[config.mk]
export PLATFORM = sky130hd
export DESIGN_NAME = spi_txn_sequencer
export DESIGN_NICKNAME = d
export VERILOG_FILES = /design/src/rtl/spi_txn_sequencer.sv
export SDC_FILE = /design/constraint.sdc
export NUM_CORES = 1
export LEC_CHECK = 0
export BUFFER_PORTS_ARGS = -buffer_cell sky130_fd_sc_hd__buf_2
export CORE_MARGIN = 5
export CORE_UTILIZATION = 45
export CTS_BUF_LIST = sky130_fd_sc_hd__clkbuf_8
export DETAILED_ROUTE_END_ITERATION = 8
export PLACE_DENSITY = 0.63
export REMOVE_ABC_BUFFERS = 1
export SETUP_SLACK_MARGIN = 0.15
export SYNTH_ARGS = -nofsm -noshare
export SYNTH_HDL_FRONTEND = slang
export SYNTH_SLANG_ARGS = --single-unit
[constraint.sdc]
create_clock -name clk -period 4.7 [get_ports clk]
set_input_delay 0.235 -clock clk [delete_from_list [all_inputs] [get_ports clk]]
set_output_delay 0.235 -clock clk [all_outputs]
set_load 0.05 [all_outputs]
[src/rtl/spi_txn_sequencer.sv]
// Buffered TX/RX front end for an SPI master: queues transmit words,
// launches one transfer at a time and collects received words in order.
module spi_txn_sequencer #(
    parameter int DATA_WIDTH     = 16,
    parameter int FIFO_DEPTH     = 16,
    parameter int TIMEOUT_CYCLES = 4096
) (
    input  logic                          clk,
    input  logic                          rst_n,
    input  logic                          clear,
    input  logic                          in_valid,
    output logic                          in_ready,
    input  logic [DATA_WIDTH-1:0]         in_data,
    output logic                          out_valid,
    input  logic                          out_ready,
    output logic [DATA_WIDTH-1:0]         out_data,
    output logic                          m_start_tx,
    output logic [DATA_WIDTH-1:0]         m_tx_data,
    input  logic                          m_busy,
    input  logic                          m_irq,
    input  logic [DATA_WIDTH-1:0]         m_rx_data,
    output logic [$clog2(FIFO_DEPTH):0]   tx_level,
    output logic [$clog2(FIFO_DEPTH):0]   rx_level,
    output logic                          timeout
);

    localparam int AW = $clog2(FIFO_DEPTH);
    localparam int CW = $clog2(TIMEOUT_CYCLES);
    localparam logic [CW-1:0] CNT_LAST = CW'(TIMEOUT_CYCLES - 1);
    localparam logic [AW:0] DEPTH = (AW + 1)'(FIFO_DEPTH);

    typedef enum logic [1:0] {
        IDLE      = 2'd0,
        LAUNCH    = 2'd1,
        WAIT_DONE = 2'd2
    } state_e;

    state_e state_q, state_d;
    logic [AW:0] tx_wr_q, tx_wr_d, tx_rd_q, tx_rd_d;
    logic [AW:0] rx_wr_q, rx_wr_d, rx_rd_q, rx_rd_d;
    logic [CW-1:0] cnt_q, cnt_d;
    logic [DATA_WIDTH-1:0] tx_data_q, tx_data_d;
    logic [DATA_WIDTH-1:0] tx_mem_q [FIFO_DEPTH];
    logic [DATA_WIDTH-1:0] rx_mem_q [FIFO_DEPTH];
    logic tx_push, tx_pop, rx_push, rx_pop;
    logic tx_empty, tx_full, rx_empty;

    assign tx_level  = tx_wr_q - tx_rd_q;
    assign rx_level  = rx_wr_q - rx_rd_q;
    assign tx_empty  = (tx_level == '0);
    assign tx_full   = (tx_level == DEPTH);
    assign rx_empty  = (rx_level == '0);
    assign in_ready  = !tx_full;
    assign out_valid = !rx_empty;
    assign out_data  = rx_empty ? '0 : rx_mem_q[rx_rd_q[AW-1:0]];
    assign m_tx_data = tx_data_q;
    assign tx_push   = in_valid && !tx_full && !clear;
    assign rx_pop    = out_ready && !rx_empty && !clear;

    always_comb begin
        state_d    = state_q;
        cnt_d      = cnt_q;
        tx_data_d  = tx_data_q;
        tx_pop     = 1'b0;
        rx_push    = 1'b0;
        m_start_tx = 1'b0;
        timeout    = 1'b0;
        unique case (state_q)
            IDLE: begin
                // rx space is reserved here so a later capture cannot overflow
                if (!tx_empty && rx_level < DEPTH && !m_busy) begin
                    state_d   = LAUNCH;
                    tx_data_d = tx_mem_q[tx_rd_q[AW-1:0]];
                end
            end
            LAUNCH: begin
                m_start_tx = 1'b1;
                tx_pop     = 1'b1;
                cnt_d      = '0;
                state_d    = WAIT_DONE;
            end
            WAIT_DONE: begin
                cnt_d = cnt_q + 1'b1;
                if (m_irq) begin
                    rx_push = 1'b1;
                    state_d = IDLE;
                end else if (cnt_q == CNT_LAST) begin
                    timeout = 1'b1;
                    state_d = IDLE;
                end
            end
            default: state_d = IDLE;
        endcase
        if (clear) begin
            state_d   = IDLE;
            cnt_d     = '0;
            tx_data_d = '0;
            tx_pop    = 1'b0;
            rx_push   = 1'b0;
        end
    end

    always_comb begin
        tx_wr_d = tx_wr_q + {{AW{1'b0}}, tx_push};
        tx_rd_d = tx_rd_q + {{AW{1'b0}}, tx_pop};
        rx_wr_d = rx_wr_q + {{AW{1'b0}}, rx_push};
        rx_rd_d = rx_rd_q + {{AW{1'b0}}, rx_pop};
        if (clear) begin
            tx_wr_d = '0;
            tx_rd_d = '0;
            rx_wr_d = '0;
            rx_rd_d = '0;
        end
    end

    always_ff @(posedge clk) begin
        if (!rst_n) begin
            state_q   <= IDLE;
            cnt_q     <= '0;
            tx_data_q <= '0;
            tx_wr_q   <= '0;
            tx_rd_q   <= '0;
            rx_wr_q   <= '0;
            rx_rd_q   <= '0;
        end else begin
            state_q   <= state_d;
            cnt_q     <= cnt_d;
            tx_data_q <= tx_data_d;
            tx_wr_q   <= tx_wr_d;
            tx_rd_q   <= tx_rd_d;
            rx_wr_q   <= rx_wr_d;
            rx_rd_q   <= rx_rd_d;
        end
    end

    always_ff @(posedge clk) begin
        if (tx_push) begin
            tx_mem_q[tx_wr_q[AW-1:0]] <= in_data;
        end
        if (rx_push) begin
            rx_mem_q[rx_wr_q[AW-1:0]] <= m_rx_data;
        end
    end

endmodule

==> qor.yml, run 1 <==
global_route:
  grt_overflow: 0
  grt_pass1_vias: 11212
  grt_start_max_net_pins: 67
  grt_pass1_wl_mm: 69.4
  antenna_found_initial: 1
  grt_usage_pct: 17.4
pwr:
  ir_drop_v: 0.000247
  total_power_w: 0.00952
  p_leak_nw: 8.36
  power.density_nw_per_um2: 375
sta:
  clock-skew-final_ns: 0.0341
  rsz0062_at_grt: "false"
  finalMaxSlewViolations: 0
  setup_viol: 0
  min_period_ns: 3.90
  final_hold_viol_count: 0
  slew_headroom_pct: 24.8
  period_share_pct: 82.9
  max_freq_mhz: 257
  tightest_slew_ns: 1.13
  post-route-worst-setup-slack_ns: 0.804
  hold_ws_ns: 0.0774
worst_setup_path:
  ff2ff_path_depth: 11
  endpoint_kind: "primary output"
  crit_required_ns: 4.47
  crit_path_start_kind: "flop"
  cp_top_family: "buffers and inverters"
  max_stage_delay_ns: 0.70
  crit_cells: 6
  worstPathArrival_ns: 3.66
  path_buf_inv: 3
  critPathMaxFanout: 36
  path_cells: "buf_4, buf_4, mux4_2, mux4_2, nor2b_1, buf_2"
  cp_slowest_cell: "buf_4"
  critical_path_class: "reg2out"
floorplan:
  initial_core_util_pct: 45.7
  boundaryPins: 85
  die_y_um: 231
  die_area_um2: 53200
  die_x_um: 231
  core_um2: 47900
  row_count: 80
synth:
  synthFlopType: "edfxtp_1"
  yosysTopAreaCellShare_pct: 70.2
  synthArstFlopShare_pct: 0
  seq_area_frac_synth_pct: 74.8
  ys_warn_count: 0
  synth_edf_count: 512
  yosysTopAreaCell: "edfxtp_1"
  synth_most_common_cell: "edfxtp_1"
  ys_types: 45
  syn-cell-area_um2: 21900
  syn_area_per_cell_um2: 21.3
  synthTopCellsByArea: "edfxtp_1, mux4_2, dfxtp_1"
  synth_commonest_cells: "edfxtp_1, mux4_2, nor2_1, dfxtp_1, inv_1"
  syn_inst: 1028
  synth-seq-cells: 562
routing:
  drt_iter0_markers: 768
  viasPerCell: 5.45
  wire_per_inst_um: 23.8
  drc: 0
  dr.pass1.iters: 5
  drt_wl_total_mm: 45.8
  final_antenna_net_count: 0
  vias: 10510
clock_network:
  clk_pin_slew_ns: 0.06
  cts_tree: "built"
  cts-buffers-inserted: 90
  root_buffer: "clkbuf_8"
  cts.sink_count: 562
  cts_resized: 0
  clock_latency_ns: 0.68
  post-cts-setup-buffers: 0
  clk_path_buf_depth: 3
  cts_max_level: 3
finish:
  regArea_um2: 16400
  drive_above_1_share_pct: 34.6
  final_nets: 1301
  synthToLayoutAreaGrowth_pct: 15.8
  multi_input_area_um2: 5270
  num-fill-cells: 3700
worst_hold_path:
  hold_depth: 5
  hold_class: "in2reg"
place:
  gp_congestion: 0.815
  place_hpwl_mm: 26.1
  place_ws_ns: 1.06
  io_buffers: 84
run:
  cap_violations: 0
status:
  status: "completed"
==> area by class of cell <==
type	count	share of cell area (%)
sequential	562	64.6
multi-input combinational	384	20.8
clock buffer	100	5.43
timing repair buffer	163	4.32
tap	615	3.03
clock inverter	63	1.24
inverter	39	0.577
antenna	1	0.00987
==> worst paths after layout <==
path	slack [ns]	end	from
hold reg to reg	0.46	m_tx_data[3]	m_tx_data[3]
hold / removal	0.08	state_q[0]	m_busy
setup / recovery	0.80	out_data[11]	rx_rd_q[0]
setup reg to reg	1.09	tx_mem_q[2][13]	tx_wr_q[0]
==> stage by stage <==
| step | instance area, µm² | setup TNS (ns) | instances | util, % |
|---|---|---|---|---|
| floorplan | 21700 | -397.40 | 985 | - |
| global placement | 23300 | 0 | 1730 | 48.7 |
| detailed placement | 23300 | 0 | 1730 | 48.7 |
| CTS | 25400 | 0 | 1926 | 52.9 |
| global route | 25400 | 0 | 1926 | 52.9 |
| finish | 25400 | 0 | 1927 | 52.9 |
==> metal layers <==
layer | global-route usage [%] | vias to the layer above | part of all wire [%]
met2 | 30.1 | 258 | 52
li1 | - | 4644 | -
met4 | 5.23 | 0 | 2.1
met1 | 22.6 | 5539 | 41
met5 | 0 | - | 0
met3 | 3.59 | 69 | 4.7
==> logic make-up after synthesis <==
family                   synth area share, %
AO/OA/AOI/OAI                           1.22
adder cells (fa/ha/maj)                 1.33
buffers and inverters                   1.63
AND/OR/NAND/NOR                         3.39
flip-flops                              74.8
multiplexers                            16.5
XOR/XNOR                                1.20
==> sequential cells by signal, indices dropped and copies added, names as in the netlist <==
signal	flops
rx_mem_q	256
tx_mem_q	256
m_tx_data	16
cnt_q	12
rx_rd_q	5
rx_wr_q	5
tx_rd_q	5
tx_wr_q	5
state_q	2
==> power breakdown <==
part / leakage [nW] / internal [W] / switching (W)
Combinational: 2.36 / 0.0000524 / 0.000109
Clock: 0.987 / 0.00202 / 0.00188
Sequential: 5.01 / 0.00546 / 0.00000419
Total: 8.36 / 0.00753 / 0.00199
==> worst min-delay path: cells and delay by family <==
kind	cells	cell delay, ns
and+or+nand+nor	2	0.13
AOI/OAI and AO/OA	2	0.22
buffers and inverters	1	0.11
==> placed cells by master (no fill, tap or decap), drive strengths merged, types with 4 or more instances in the layout <==
cell / n
a21oi: 5
and2: 9
buf: 130
clkbuf: 100
clkinv: 24
dfxtp: 50
dlygate4sd3: 33
edfxtp: 512
ha: 20
inv: 76
mux4: 160
nand2: 11
nand2b: 6
nand3: 20
nand4: 5
nor2: 52
nor2b: 20
nor3: 4
nor4: 5
o2bb2ai: 16
xnor2: 11
xor2: 19
==> what timing repair did <==
| item | CTS | global route |
|---|---|---|
| endpoints found under the setup margin | 0 | 0 |
| hold buffers | 33 | 0 |
| endpoints found under the hold margin | 513 | 0 |
Note: power is estimated with default switching activity, not from simulation.
==> run 2, diff against run 1 <==
- PLACE_DENSITY: 0.63 -> 0.65
- clock period: 4.7 -> 3.1 ns (I/O delays scaled with it)
==> run 2 against run 1 <==
Against the previous run: critical endpoint is now out_data[9]; global-route usage up 0.47 points; power up 51%; the run now ends with antenna violations, negative setup slack left; cell area up 3.4%; worst hold slack worse by 0.016 ns; clock power up 50%; critical path type unchanged; critical path depth up 8; wire length up 3.2%; largest power group unchanged; highest routed layer unchanged; clock skew up 0.0014 ns; combinational power up 68%; final cell count up 2.3%.
==> qor.yml, run 2 (synthesized netlist as in run 1, its figures left out) <==
routing:
  wire_per_inst_um: 24.0
  drt_iter0_markers: 773
  final_antenna_net_count: 1
  vias: 10694
  dr.pass1.iters: 7
  viasPerCell: 5.43
  drc: 0
  drt_wl_total_mm: 47.3
worst_setup_path:
  reg2reg_slack_ns: 0.23
  critical_path_class: "reg2out"
  cp_top_family: "buffers and inverters"
  path_cells: "inv_2, ha_4, inv_2, fa_2, a21o_1, a21oi_2, xor2_1, inv_1, nor4_4, buf_6, buf_12, buf_16, nor2b_2, buf_6"
  critPathMaxFanout: 8
  endpoint_kind: "primary output"
  crit_path_start_kind: "flop"
  cp_slowest_cell: "fa_2"
  path_buf_inv: 7
  worstPathArrival_ns: 2.96
  crit_required_ns: 2.94
  max_stage_delay_ns: 0.35
place:
  place_hpwl_mm: 27.6
  io_buffers: 84
  place_ws_ns: 0.200
  gp_congestion: 0.775
  placed_cell_area_um2: 23600
finish:
  fin_util_pct: 54.7
  synthToLayoutAreaGrowth_pct: 19.8
  postLayoutCellArea_um2: 26200
  final_cell_mix: "edfxtp_1, mux4_2, clkbuf_8, buf_2, inv_1"
  layout_commonest_cell: "edfxtp_1"
  drive_above_1_share_pct: 38.6
  final_nets: 1336
global_route:
  grt_usage_pct: 17.9
  grt_pass1_vias: 11385
  grt_start_max_net_pins: 67
  antenna_found_initial: 0
  grt_overflow: 0
  grt_pass1_wl_mm: 71.2
floorplan:
  row_count: 80
  initial_core_util_pct: 45.7
  boundaryPins: 85
  core_um2: 47900
  die_area_um2: 53200
  die_y_um: 231
  die_x_um: 231
pwr:
  p_leak_nw: 8.66
  ir_drop_v: 0.000429
  p_sw_share_pct: 21.3
  pwr-share-seq_pct: 57.5
  total_power_w: 0.0144
  power_frac_comb_pct: 1.9
  power.density_nw_per_um2: 549
  netSwitchingPower_w: 0.00307
  p_int_w: 0.0113
  clkPwrFrac_pct: 40.7
sta:
  setup_viol: 8
  max_freq_mhz: 321
  final_hold_viol_count: 0
  period_share_pct: 100
  setup-tns-final_ns: -0.0450
  rsz0062_at_grt: "true"
  finalMaxSlewViolations: 0
  clock-skew-final_ns: 0.0355
  post-route-worst-setup-slack_ns: -0.0107
  min_period_ns: 3.11
  slew_headroom_pct: 50.7
  tightest_slew_ns: 0.734
clock_network:
  cts-buffers-inserted: 91
  cts_max_level: 3
  clk_path_buf_depth: 3
  root_buffer: "clkbuf_8"
  cts_tree: "built"
  clk_pin_slew_ns: 0.06
  clock_latency_ns: 0.67
  cts.sink_count: 562
status:
  status: "finished with violations"
  violations: "antenna violations, negative setup slack"
run:
  cap_violations: 0
worst_hold_path:
  hold_class: "in2reg"
## run 2: changes by cell type in the layout (fill, tap and decap cells not counted), sizes merged
cell / change
clkbuf: -4
bufbuf: +1
clkinvlp: +3
diode: +4
buf: +30
dlygate4sd3: +3
clkinv: +7
## run 2: what timing repair did
action / 4_1_cts / 5_1_grt
pin swaps: 5 / 0
gates resized for setup: 77 / 20
gates cloned: 4 / 0
hold buffers: 36 / 0
setup buffers: 9 / 4
endpoints found under the hold margin: 519 / 0
setup endpoints to repair: 18 / 228
## run 2: worst paths after layout
check	start	to	cells after the start
min	rst_n	rx_rd_q[3]	3
max	rx_wr_q[0]	out_data[9]	14
min reg2reg	m_tx_data[15]	m_tx_data[15]	1
max reg2reg	tx_wr_q[0]	tx_wr_q[4]	13
## run 2: stage by stage
stage	hold WS, ns	instances
finish	0.0613	1971
global route	0.0508	1966
CTS	0.00860	1962
detailed placement	0.446	1744
global placement	0.442	1744
floorplan	0.254	985
## run 2: layer usage
metal | GRT usage, % | share of wire, % | routed length [µm] | up-vias
met3 | 4.12 | 5.0 | 2360 | 72
met5 | 0 | 0 | 0 | -
met2 | 31.2 | 53 | 25100 | 281
met4 | 5.03 | 2.0 | 944 | 0
li1 | - | - | - | 4732
met1 | 22.8 | 40 | 18900 | 5609
## run 2: worst register-to-register path, stage by stage (launching register included)
cell	delay [ns]
dfxtp_2	0.33
inv_2	0.05
ha_2	0.19
fa_2	0.51
inv_1	0.05
or3_4	0.36
or3_4	0.37
nand3_4	0.11
inv_2	0.07
ha_1	0.20
ha_1	0.20
nand3_1	0.09
xor2_1	0.18
nor2_1	0.06
## run 2: area by class of cell
| type | instances | area, µm² |
|---|---|---|
| Multi-Input combinational cell | 384 | 5430 |
| Tap cell | 615 | 769 |
| Timing Repair Buffer | 197 | 1790 |
| Sequential cell | 562 | 16400 |
| Clock buffer | 96 | 1320 |
| Fill cell | 3624 | 21700 |
| Clock inverter | 73 | 367 |
| Antenna cell | 5 | 12.5 |
| Inverter | 39 | 151 |
## run 2: power groups by stage
stage	clock network (W)	logic (W)	registers (W)
2_1_floorplan	0	0.0000599	0.00845
3_3_place_gp	0	0.000228	0.00844
3_5_place_dp	0	0.000237	0.00844
4_1_cts	0.00605	0.000272	0.00828
5_1_grt	0.00641	0.000296	0.00827
6_report	0.00586	0.000272	0.00828
